## src/rtl/conv_pool_top.sv

```systemverilog
// rtl/conv_pool_top.sv - two-layer streaming CNN front end: C1 conv, max pool, C2 conv, lane burst
module conv_pool_top #(
  parameter int N = 3,
  parameter int BitSize = 4,
  parameter int ImageWidth = 8,
  parameter int Stride = 2,
  parameter int C1CyclesPerPixel = 2,
  parameter int C1NumberOfK = 4,
  parameter int C1KernelBitSize = 2,
  parameter logic [C1KernelBitSize*N*N-1:0] C1kernel [C1NumberOfK-1:0] = '{default: '0},
  parameter int C2CyclesPerPixel = 4,
  parameter int C2NumberOfK = 8,
  parameter int C2KernelBitSize = 4,
  parameter int C2ProcessingElements = 2,
  parameter logic [C2KernelBitSize*N*N-1:0] C2kernel [C2NumberOfK-1:0] = '{default: '0}
) (
  input  logic                                           clk,
  input  logic                                           res_n,
  input  logic                                           in_valid,
  input  logic [BitSize-1:0]                             in_data,
  output logic                                           out_ready,
  output logic [C2NumberOfK-1:0]                         out_valid,
  output logic [C2ProcessingElements-1:0][BitSize-1:0]   out_data
);

  localparam int NN = N * N;
  localparam int C1PE = C1NumberOfK / C1CyclesPerPixel;
  localparam int PE2 = C2ProcessingElements;
  localparam int C2PerCh = C2NumberOfK / C1NumberOfK;
  localparam int SRLEN = (N - 1) * ImageWidth + N;
  localparam int CW = $clog2(ImageWidth);
  localparam int PHW = (C1CyclesPerPixel > 1) ? $clog2(C1CyclesPerPixel) : 1;
  localparam int BW = (C2CyclesPerPixel > 1) ? $clog2(C2CyclesPerPixel) : 1;
  localparam int SMAX = 2 ** (BitSize - 1) - 1;
  localparam int SMIN = -(2 ** (BitSize - 1));

  typedef enum logic [2:0] {S_RUN, S_WAIT, S_C2, S_BURST, S_END} state_t;
  state_t state, state_next;

  logic [PHW-1:0]     phase;
  logic [CW-1:0]      row, col, c1_r, c1_c;
  logic               c1_active;
  logic [PHW-1:0]     c1_step;
  logic [BW-1:0]      bcnt;
  logic [BitSize-1:0] sr [SRLEN];
  logic [BitSize-1:0] pool [C1NumberOfK][NN];
  logic [BitSize-1:0] c2_res [C2NumberOfK];

  logic               accept, last_pix;
  int                 c1_acc, c2_acc, oi, oj, pool_idx;
  int                 c1_k [C1PE];
  logic [BitSize-1:0] c1_val [C1PE];
  logic [BitSize-1:0] c2_val [C2NumberOfK];
  logic               pool_hit, pool_first;

  function automatic logic [BitSize-1:0] sat(input int v);
    if (v > SMAX) return BitSize'(SMAX);
    if (v < SMIN) return BitSize'(SMIN);
    return BitSize'(v);
  endfunction

  assign accept = in_valid && out_ready;
  assign last_pix = (row == CW'(ImageWidth - 1)) && (col == CW'(ImageWidth - 1));

  always_ff @(posedge clk) begin
    if (!res_n) state <= S_RUN;
    else        state <= state_next;
  end

  always_comb begin
    state_next = state;
    case (state)
      S_RUN:   if (accept && last_pix) state_next = S_WAIT;
      S_WAIT:  if (c1_active && c1_step == PHW'(C1CyclesPerPixel - 1)) state_next = S_C2;
      S_C2:    state_next = S_BURST;
      S_BURST: if (bcnt == BW'(C2CyclesPerPixel - 1)) state_next = S_END;
      S_END:   state_next = S_RUN;
      default: state_next = S_RUN;
    endcase
  end

  // Window bottom-right is the newest pixel sr[0]; each step serves C1PE kernels.
  always_comb begin
    c1_acc = 0;
    for (int p = 0; p < C1PE; p++) begin
      c1_k[p] = int'(c1_step) * C1PE + p;
      c1_acc = 0;
      for (int i = 0; i < N; i++)
        for (int j = 0; j < N; j++)
          c1_acc += int'($signed(sr[(N-1-i)*ImageWidth + (N-1-j)])) *
                    int'($signed(C1kernel[c1_k[p]][C1KernelBitSize*(NN-1-(i*N+j)) +: C1KernelBitSize]));
      c1_val[p] = sat(c1_acc);
    end
  end

  always_comb begin
    oi = int'(c1_r) - (N - 1);
    oj = int'(c1_c) - (N - 1);
    pool_hit = (oi >= 0) && (oj >= 0) && (oi / Stride < N) && (oj / Stride < N);
    pool_first = (oi % Stride == 0) && (oj % Stride == 0);
    pool_idx = pool_hit ? (oi / Stride) * N + oj / Stride : 0;
  end

  always_comb begin
    c2_acc = 0;
    for (int k = 0; k < C2NumberOfK; k++) begin
      c2_acc = 0;
      for (int i = 0; i < NN; i++)
        c2_acc += int'($signed(pool[k/C2PerCh][i])) *
                  int'($signed(C2kernel[k][C2KernelBitSize*(NN-1-i) +: C2KernelBitSize]));
      c2_val[k] = sat(c2_acc);
    end
  end

  always_ff @(posedge clk) begin
    if (!res_n) begin
      out_ready <= 1'b0;
      out_valid <= '0;
      out_data  <= '0;
      phase     <= '0;
      row       <= '0;
      col       <= '0;
      c1_r      <= '0;
      c1_c      <= '0;
      c1_active <= 1'b0;
      c1_step   <= '0;
      bcnt      <= '0;
      for (int i = 0; i < SRLEN; i++) sr[i] <= '0;
      for (int c = 0; c < C1NumberOfK; c++)
        for (int i = 0; i < NN; i++) pool[c][i] <= '0;
      for (int k = 0; k < C2NumberOfK; k++) c2_res[k] <= '0;
    end else begin
      // Ready is held off for the whole frame tail and restarts on phase 0.
      if (state_next == S_RUN) begin
        out_ready <= (phase == '0);
        phase <= (phase == PHW'(C1CyclesPerPixel - 1)) ? '0 : phase + 1'b1;
      end else begin
        out_ready <= 1'b0;
        phase <= '0;
      end

      if (c1_active) begin
        if (pool_hit)
          for (int p = 0; p < C1PE; p++)
            if (pool_first || ($signed(c1_val[p]) > $signed(pool[c1_k[p]][pool_idx])))
              pool[c1_k[p]][pool_idx] <= c1_val[p];
        c1_step <= c1_step + 1'b1;
        if (c1_step == PHW'(C1CyclesPerPixel - 1)) c1_active <= 1'b0;
      end

      if (accept) begin
        for (int i = SRLEN - 1; i > 0; i--) sr[i] <= sr[i-1];
        sr[0]     <= in_data;
        c1_r      <= row;
        c1_c      <= col;
        c1_active <= 1'b1;
        c1_step   <= '0;
        if (col == CW'(ImageWidth - 1)) begin
          col <= '0;
          row <= last_pix ? '0 : row + 1'b1;
        end else begin
          col <= col + 1'b1;
        end
      end

      if (state == S_C2) begin
        for (int k = 0; k < C2NumberOfK; k++) c2_res[k] <= c2_val[k];
        bcnt <= '0;
      end

      if (state == S_BURST) begin
        for (int p = 0; p < PE2; p++) out_data[p] <= c2_res[int'(bcnt)*PE2 + p];
        out_valid <= C2NumberOfK'({PE2{1'b1}}) << (int'(bcnt) * PE2);
        bcnt <= bcnt + 1'b1;
      end else begin
        out_valid <= '0;
        out_data  <= '0;
      end

      if (state == S_END) begin
        row  <= '0;
        col  <= '0;
        bcnt <= '0;
        for (int i = 0; i < SRLEN; i++) sr[i] <= '0;
        for (int c = 0; c < C1NumberOfK; c++)
          for (int i = 0; i < NN; i++) pool[c][i] <= '0;
        for (int k = 0; k < C2NumberOfK; k++) c2_res[k] <= '0;
      end
    end
  end

endmodule

```

## config.mk

```make
export PLATFORM = sky130hd
export DESIGN_NAME = conv_pool_top
export DESIGN_NICKNAME = d
export VERILOG_FILES = /design/src/rtl/conv_pool_top.sv
export SDC_FILE = /design/constraint.sdc
export NUM_CORES = 1
export LEC_CHECK = 0
export BUFFER_PORTS_ARGS = -buffer_cell sky130_fd_sc_hd__buf_4
export CORE_UTILIZATION = 49
export CTS_BUF_LIST = sky130_fd_sc_hd__clkbuf_16
export DETAILED_ROUTE_END_ITERATION = 6
export PLACE_DENSITY_LB_ADDON = 0.1
export SETUP_SLACK_MARGIN = 0.1
export SLEW_MARGIN = 20
export SYNTH_ARGS = -nofsm -noshare
export SYNTH_HDL_FRONTEND = slang
export SYNTH_SLANG_ARGS = --single-unit
```

## constraint.sdc

```tcl
create_clock -name clk -period 1.8 [get_ports clk]
set_input_delay 0.27 -clock clk [delete_from_list [all_inputs] [get_ports clk]]
set_output_delay 0.27 -clock clk [all_outputs]
set_load 0.01 [all_outputs]
```

==> metrics.cfg, run 1 <==
[run_status]
outcome=finished with violations
violations=DRC

[clocking]
cts_tree=built
clock-root-buffer=clkbuf_16
cts_inserted_buffers=3
clk_pin_slew_ns=0.05
cts_resized=0
clk_path_buf_depth=2
h-tree-depth=1
clkLatencyLatePin_ns=0.24
clock_sinks=19
post_cts_buffers=0
hold_buffers=0

[setup_path]
critical_path_class=reg2reg
crit_arrival_ns=1.65
endpoint_kind=flip-flop
crit_required_ns=1.91
cp_max_fo=3
start_kind=flip-flop

[place]
dp_hpwl_um=848
dp_worst_setup_slack_ns=0.338
io_buffers=11
gp_congestion=0.741

[cells_and_area]
layout_common_cells=dfxtp_1, buf_4, conb_1
drive_gt1_share_pct=16.5
fill_cells=123
fin_nets=110
antenna_cells=0
final_common_cell=dfxtp_1
final_core_util_pct=61.5
syn_to_final_growth_pct=13.6

[pwr]
total_power_mw=0.915
seq_power_share_pct=47.6
clkPwrFrac_pct=48.4
power.density_nw_per_um2=955
switching_share_pct=19.2
combPwrFrac_pct=4.0
p_leak_nw=0.456
switchingPower_mw=0.175
ir_worst_vdd_mv=0.670
power.internal_mw=0.740

[synthesis]
ys_seq_area_share_pct=45.1
netlist_instances=88
synth.area.top_cells=dfxtp_1, buf_4, ha_1
async_flop_share_pct=0
synth_top_cell_by_area=dfxtp_1
synth-edff-count=0
synth_top_area_share_pct=45.1
syn_avg_cell_area_um2=9.58
yosysWarnings=0
synth_seq_cells=19
netlist_area_um2=843
synth_cell_types=25
ys_dominant_reg_cell=dfxtp_1

[timing]
max_freq_mhz=652
min_period_ns=1.53
fin_worst_skew_ns=0.00188
tns_ns=0
finalSetupViolCount=0
maxSlewViolCount=0
worst_slack_ns=0.265
hold_viol=0
fin_crit_sh_pct=85.3
grt_setup_unrepaired=no

[grt]
grtUsageMet3_pct=3.75
overflow=0
grt.met2_usage_pct=22.4
gr-max-usage-layer=met2
met1_usage_pct=21.8
grt_pass1_wl_um=2150
track_usage_pct=15.5
grt_start_max_net_pins=12
antenna_found_initial=0
grt_pass1_vias=495

[die]
die_height_um=43.5
die_w_um=43.5
coreArea_um2=1560
start_util_pct=54.1
die_area_um2=1890
io_pins=24
row_count=14

[routing]
drtPass1Iterations=5
drt_iter0_drc=7
wl_per_cell_um=10.9
drt_wl_total_um=1230
via_count=596
via_per_inst=5.27
antenna_left=0
drc=4

[worst_hold_path]
hp-class=in2reg

[job]
cap_violations=0

-- layout make-up --
cell class / instances / area, um2 / area share [%]
Timing Repair Buffer: 11 / 82.6 / 8.62
Clock buffer: 3 / 75.1 / 7.83
Multi-Input combinational cell: 61 / 388 / 40.5
Sequential cell: 19 / 380 / 39.7
Clock inverter: 1 / 5.00 / 0.522
Inverter: 2 / 7.51 / 0.783
Tap cell: 16 / 20.0 / 2.09
-- power by group through the flow --
stage	registers [mW]	clock network [mW]	logic (mW)
after global placement	0.444	0	0.0362
after detailed placement	0.444	0	0.0363
after global routing	0.436	0.475	0.0417
after CTS	0.435	0.452	0.0365
final	0.435	0.443	0.0366
after floorplan	0.444	0	0.0385
-- cell usage after synthesis, types with 2 or more instances --
cell,count
a21boi_0,2
a21oi_1,5
and4_1,2
buf_4,12
dfxtp_1,19
ha_1,5
inv_1,2
mux2i_1,3
nand2_1,7
nand2b_1,4
nand3_1,5
nor2_1,5
nor3_1,3
nor3b_1,2
o211a_1,2
-- through the flow --
step | cell area [um2] | cells | hold slack [ns]
detailed placement | 878 | 109 | 0.455
finish | 958 | 113 | 0.312
global route | 958 | 113 | 0.326
CTS | 958 | 113 | 0.309
global placement | 878 | 109 | 0.449
floorplan | 870 | 95 | 0.430
-- worst max-delay path, cell delays in order, from the launching register on --
cell and delay (ns):
dfxtp_1 0.32, ha_1 0.20, ha_1 0.21, and4_1 0.22, nor3_1 0.33, nor3_1 0.12
-- metal layers --
layer	part of all wire, %	wire length (um)
met4	0.73	9
met2	44	536
met5	0	0
met3	3.3	41
met1	52	639
-- path summary, 6_finish.rpt --
kind / from / end / slack [ns] / cells past startpoint
worst min-delay path: res_n / c1_step / 0.31 / 3
worst max register to register: col[0] / state[0] / 0.27 / 5
worst max-delay path: col[0] / state[0] / 0.27 / 5
worst min register to register: col[1] / col[1] / 0.46 / 2
-- registers in the layout, indices dropped and copies added, names as in the netlist --
name	cells
bcnt	2
c1_step	1
out_valid	4
state	3
phase	1
row	3
c1_active	1
col	3
out_ready	1
-- cells by family after synthesis --
kind of cell,count (synthesis),share of synthesized area (%)
and+or+nand+nor,35,23.3
DFF,19,45.1
buffers and inverters,15,12.0
AOI/OAI and AO/OA,10,8.16
adders and majority gates,5,7.42
muxes,3,3.56
other,1,0.445
No activity file was read; power rests on OpenSTA's default activity.
==> inputs of run 2 (changes only) <==
--- a/config.mk
+++ b/config.mk
@@ -6,7 +6,7 @@
 export NUM_CORES = 1
 export LEC_CHECK = 0
 export BUFFER_PORTS_ARGS = -buffer_cell sky130_fd_sc_hd__buf_4
-export CORE_UTILIZATION = 49
+export CORE_UTILIZATION = 53
 export CTS_BUF_LIST = sky130_fd_sc_hd__clkbuf_16
 export DETAILED_ROUTE_END_ITERATION = 6
 export PLACE_DENSITY_LB_ADDON = 0.1
==> constraint.sdc (replaced) <==
create_clock -name clk -period 2 [get_ports clk]
set_input_delay 0.3 -clock clk [delete_from_list [all_inputs] [get_ports clk]]
set_output_delay 0.3 -clock clk [all_outputs]
set_load 0.01 [all_outputs]
==> run 2 against run 1 <==
The run now ends clean. Critical path depth stayed put. Maximum frequency is 6.6% higher. Global-route usage rose by 1.4 points. Critical endpoint is now phase.
==> metrics.cfg, run 2 (synthesis gave the netlist of run 1 again) <==
[run_status]
outcome=complete, no violations  ; was finished with violations

[place]
io_buffers=11  ; unchanged
post-place-cells=109  ; unchanged
gp_congestion=0.713  ; was 0.741
dp_hpwl_um=901  ; was 848 um

[timing]
fin_crit_sh_pct=72.0  ; was 85.3%
fin_worst_skew_ns=0.00128  ; was 0.00188 ns
maxSlewViolCount=0  ; unchanged
tns_ns=0  ; unchanged
grt_setup_unrepaired=no  ; unchanged
max_freq_mhz=694  ; was 652 MHz
finalSetupViolCount=0  ; unchanged
hold_viol=0  ; unchanged
min_period_ns=1.44  ; was 1.53 ns

[setup_path]
critPathBufInv=0  ; unchanged
crit_arrival_ns=1.63  ; was 1.65 ns
cpMaxStageDelayCell=dfxtp_1  ; was nor3_1
rr_startpoint=col[0]  ; unchanged
crit_chain=ha_1, ha_1, and4_1, nor3_1, o211a_1  ; was ha_1, ha_1, and4_1, nor3_1, nor3_1
critical_path_class=reg2reg  ; unchanged
crit_required_ns=2.19  ; was 1.91 ns
path_common_cell=ha_1
cp_max_fo=3  ; unchanged
start_kind=flip-flop  ; unchanged
endpoint_kind=flip-flop  ; unchanged
slowest_delay_ns=0.32  ; was 0.33 ns
path_delay_family=simple AND/OR/NAND/NOR gates  ; unchanged
cp-startpoint=col[0]  ; unchanged

[pwr]
combPwrFrac_pct=4.1  ; was 4.0%
switching_share_pct=18.8  ; was 19.2%
power.density_nw_per_um2=854  ; was 955 nW/um2
ir_worst_vdd_mv=0.488  ; was 0.670 mV
power.internal_mw=0.664  ; was 0.740 mW
p_leak_nw=0.457  ; was 0.456 nW
seq_power_share_pct=48.0  ; was 47.6%
switchingPower_mw=0.153  ; was 0.175 mW
clkPwrFrac_pct=48.0  ; was 48.4%

[die]
row_count=14  ; unchanged
die_area_um2=1750  ; was 1890 um2
die_height_um=41.9  ; was 43.5 um
coreArea_um2=1490  ; was 1560 um2
start_util_pct=56.6  ; was 54.1%
die_w_um=41.9  ; was 43.5 um
io_pins=24  ; unchanged

[cells_and_area]
syn_to_final_growth_pct=13.5  ; was 13.6%
largest_reg_flops=4  ; unchanged
layout.cells.non_filler=113  ; unchanged
antenna_cells=0  ; unchanged
largest-register=out_valid  ; unchanged
drive_gt1_share_pct=15.5  ; was 16.5%
final_common_cell=dfxtp_1  ; unchanged
layout_common_cells=dfxtp_1, buf_4, conb_1  ; unchanged
fin_nets=110  ; unchanged
fill_cells=139  ; was 123
final_core_util_pct=64.3  ; was 61.5%

[routing]
antenna_left=0  ; unchanged
via_per_inst=5.28  ; was 5.27
drt_wl_total_um=1200  ; was 1230 um
wl_per_cell_um=10.6  ; was 10.9 um
via_count=597  ; was 596
drt_iter0_drc=15  ; was 7
drc=0  ; was 4
drtPass1Iterations=3  ; was 5

[clocking]
hold_buffers=0  ; unchanged
post_cts_buffers=0  ; unchanged
clock-root-buffer=clkbuf_16  ; unchanged
cts_resized=0  ; unchanged
clock_sinks=19  ; unchanged
clk_pin_slew_ns=0.05  ; about the same
cts_inserted_buffers=3  ; unchanged
clkLatencyLatePin_ns=0.24  ; about the same
clk_path_buf_depth=2  ; unchanged
cts_tree=built  ; unchanged
h-tree-depth=1  ; unchanged

[worst_hold_path]
hp-start=res_n  ; unchanged
hp-class=in2reg  ; unchanged

[grt]
grt_start_max_net_pins=12  ; unchanged
overflow=0  ; unchanged
antenna_found_initial=0  ; unchanged
grt_pass1_wl_um=2260  ; was 2150 um
track_usage_pct=17.0  ; was 15.5%
grt_pass1_vias=555  ; was 495

[job]
cap_violations=0  ; unchanged

## run 2: final timing paths
check	slack, ns	depth (start not counted)	endpoint
setup / recovery	0.56	5	phase
hold / removal	0.34	3	c1_step
setup reg to reg	0.56	5	phase
hold reg to reg	0.46	2	col[1]
## run 2: worst min-delay path: cells and delay by family
kind,cells,cell delay (ns)
AOI/OAI and AO/OA,1,0.03
buffers and inverters,1,0.15
and+or+nand+nor,1,0.06
## run 2: final cells by class
| class | count | area [um2] | area share (%) |
|---|---|---|---|
| timing repair buffer | 11 | 82.6 | 8.63 |
| sequential | 19 | 380 | 39.7 |
| multi-input combinational | 61 | 388 | 40.5 |
| inverter | 2 | 7.51 | 0.784 |
| clock buffer | 3 | 75.1 | 7.84 |
| clock inverter | 1 | 3.75 | 0.392 |
| tap | 16 | 20.0 | 2.09 |
## run 2: routing by layer
layer  global-route usage (%)  share of wire [%]  wire (um)
met4                     13.5                2.8         34
met5                        0                  0          0
met2                     28.4                 47        567
met1                     19.4                 44        531
met3                     1.74                5.3         63
## run 2: power groups by stage
stage / Combinational (mW) / Clock [mW] / Sequential (mW)
finish: 0.0333 / 0.392 / 0.392
global route: 0.0382 / 0.421 / 0.393
CTS: 0.0331 / 0.402 / 0.392
detailed placement: 0.0330 / 0 / 0.400
global placement: 0.0326 / 0 / 0.400
floorplan: 0.0346 / 0 / 0.399
## run 2: per-stage QoR
step	hold WS (ns)	setup slack (ns)	total power, mW	area [um2]
after floorplan	0.440	0.678	0.434	870
after global placement	0.450	0.579	0.432	878
after detailed placement	0.453	0.562	0.433	878
after CTS	0.340	0.552	0.827	957
after global routing	0.362	0.462	0.852	957
final	0.343	0.560	0.818	957
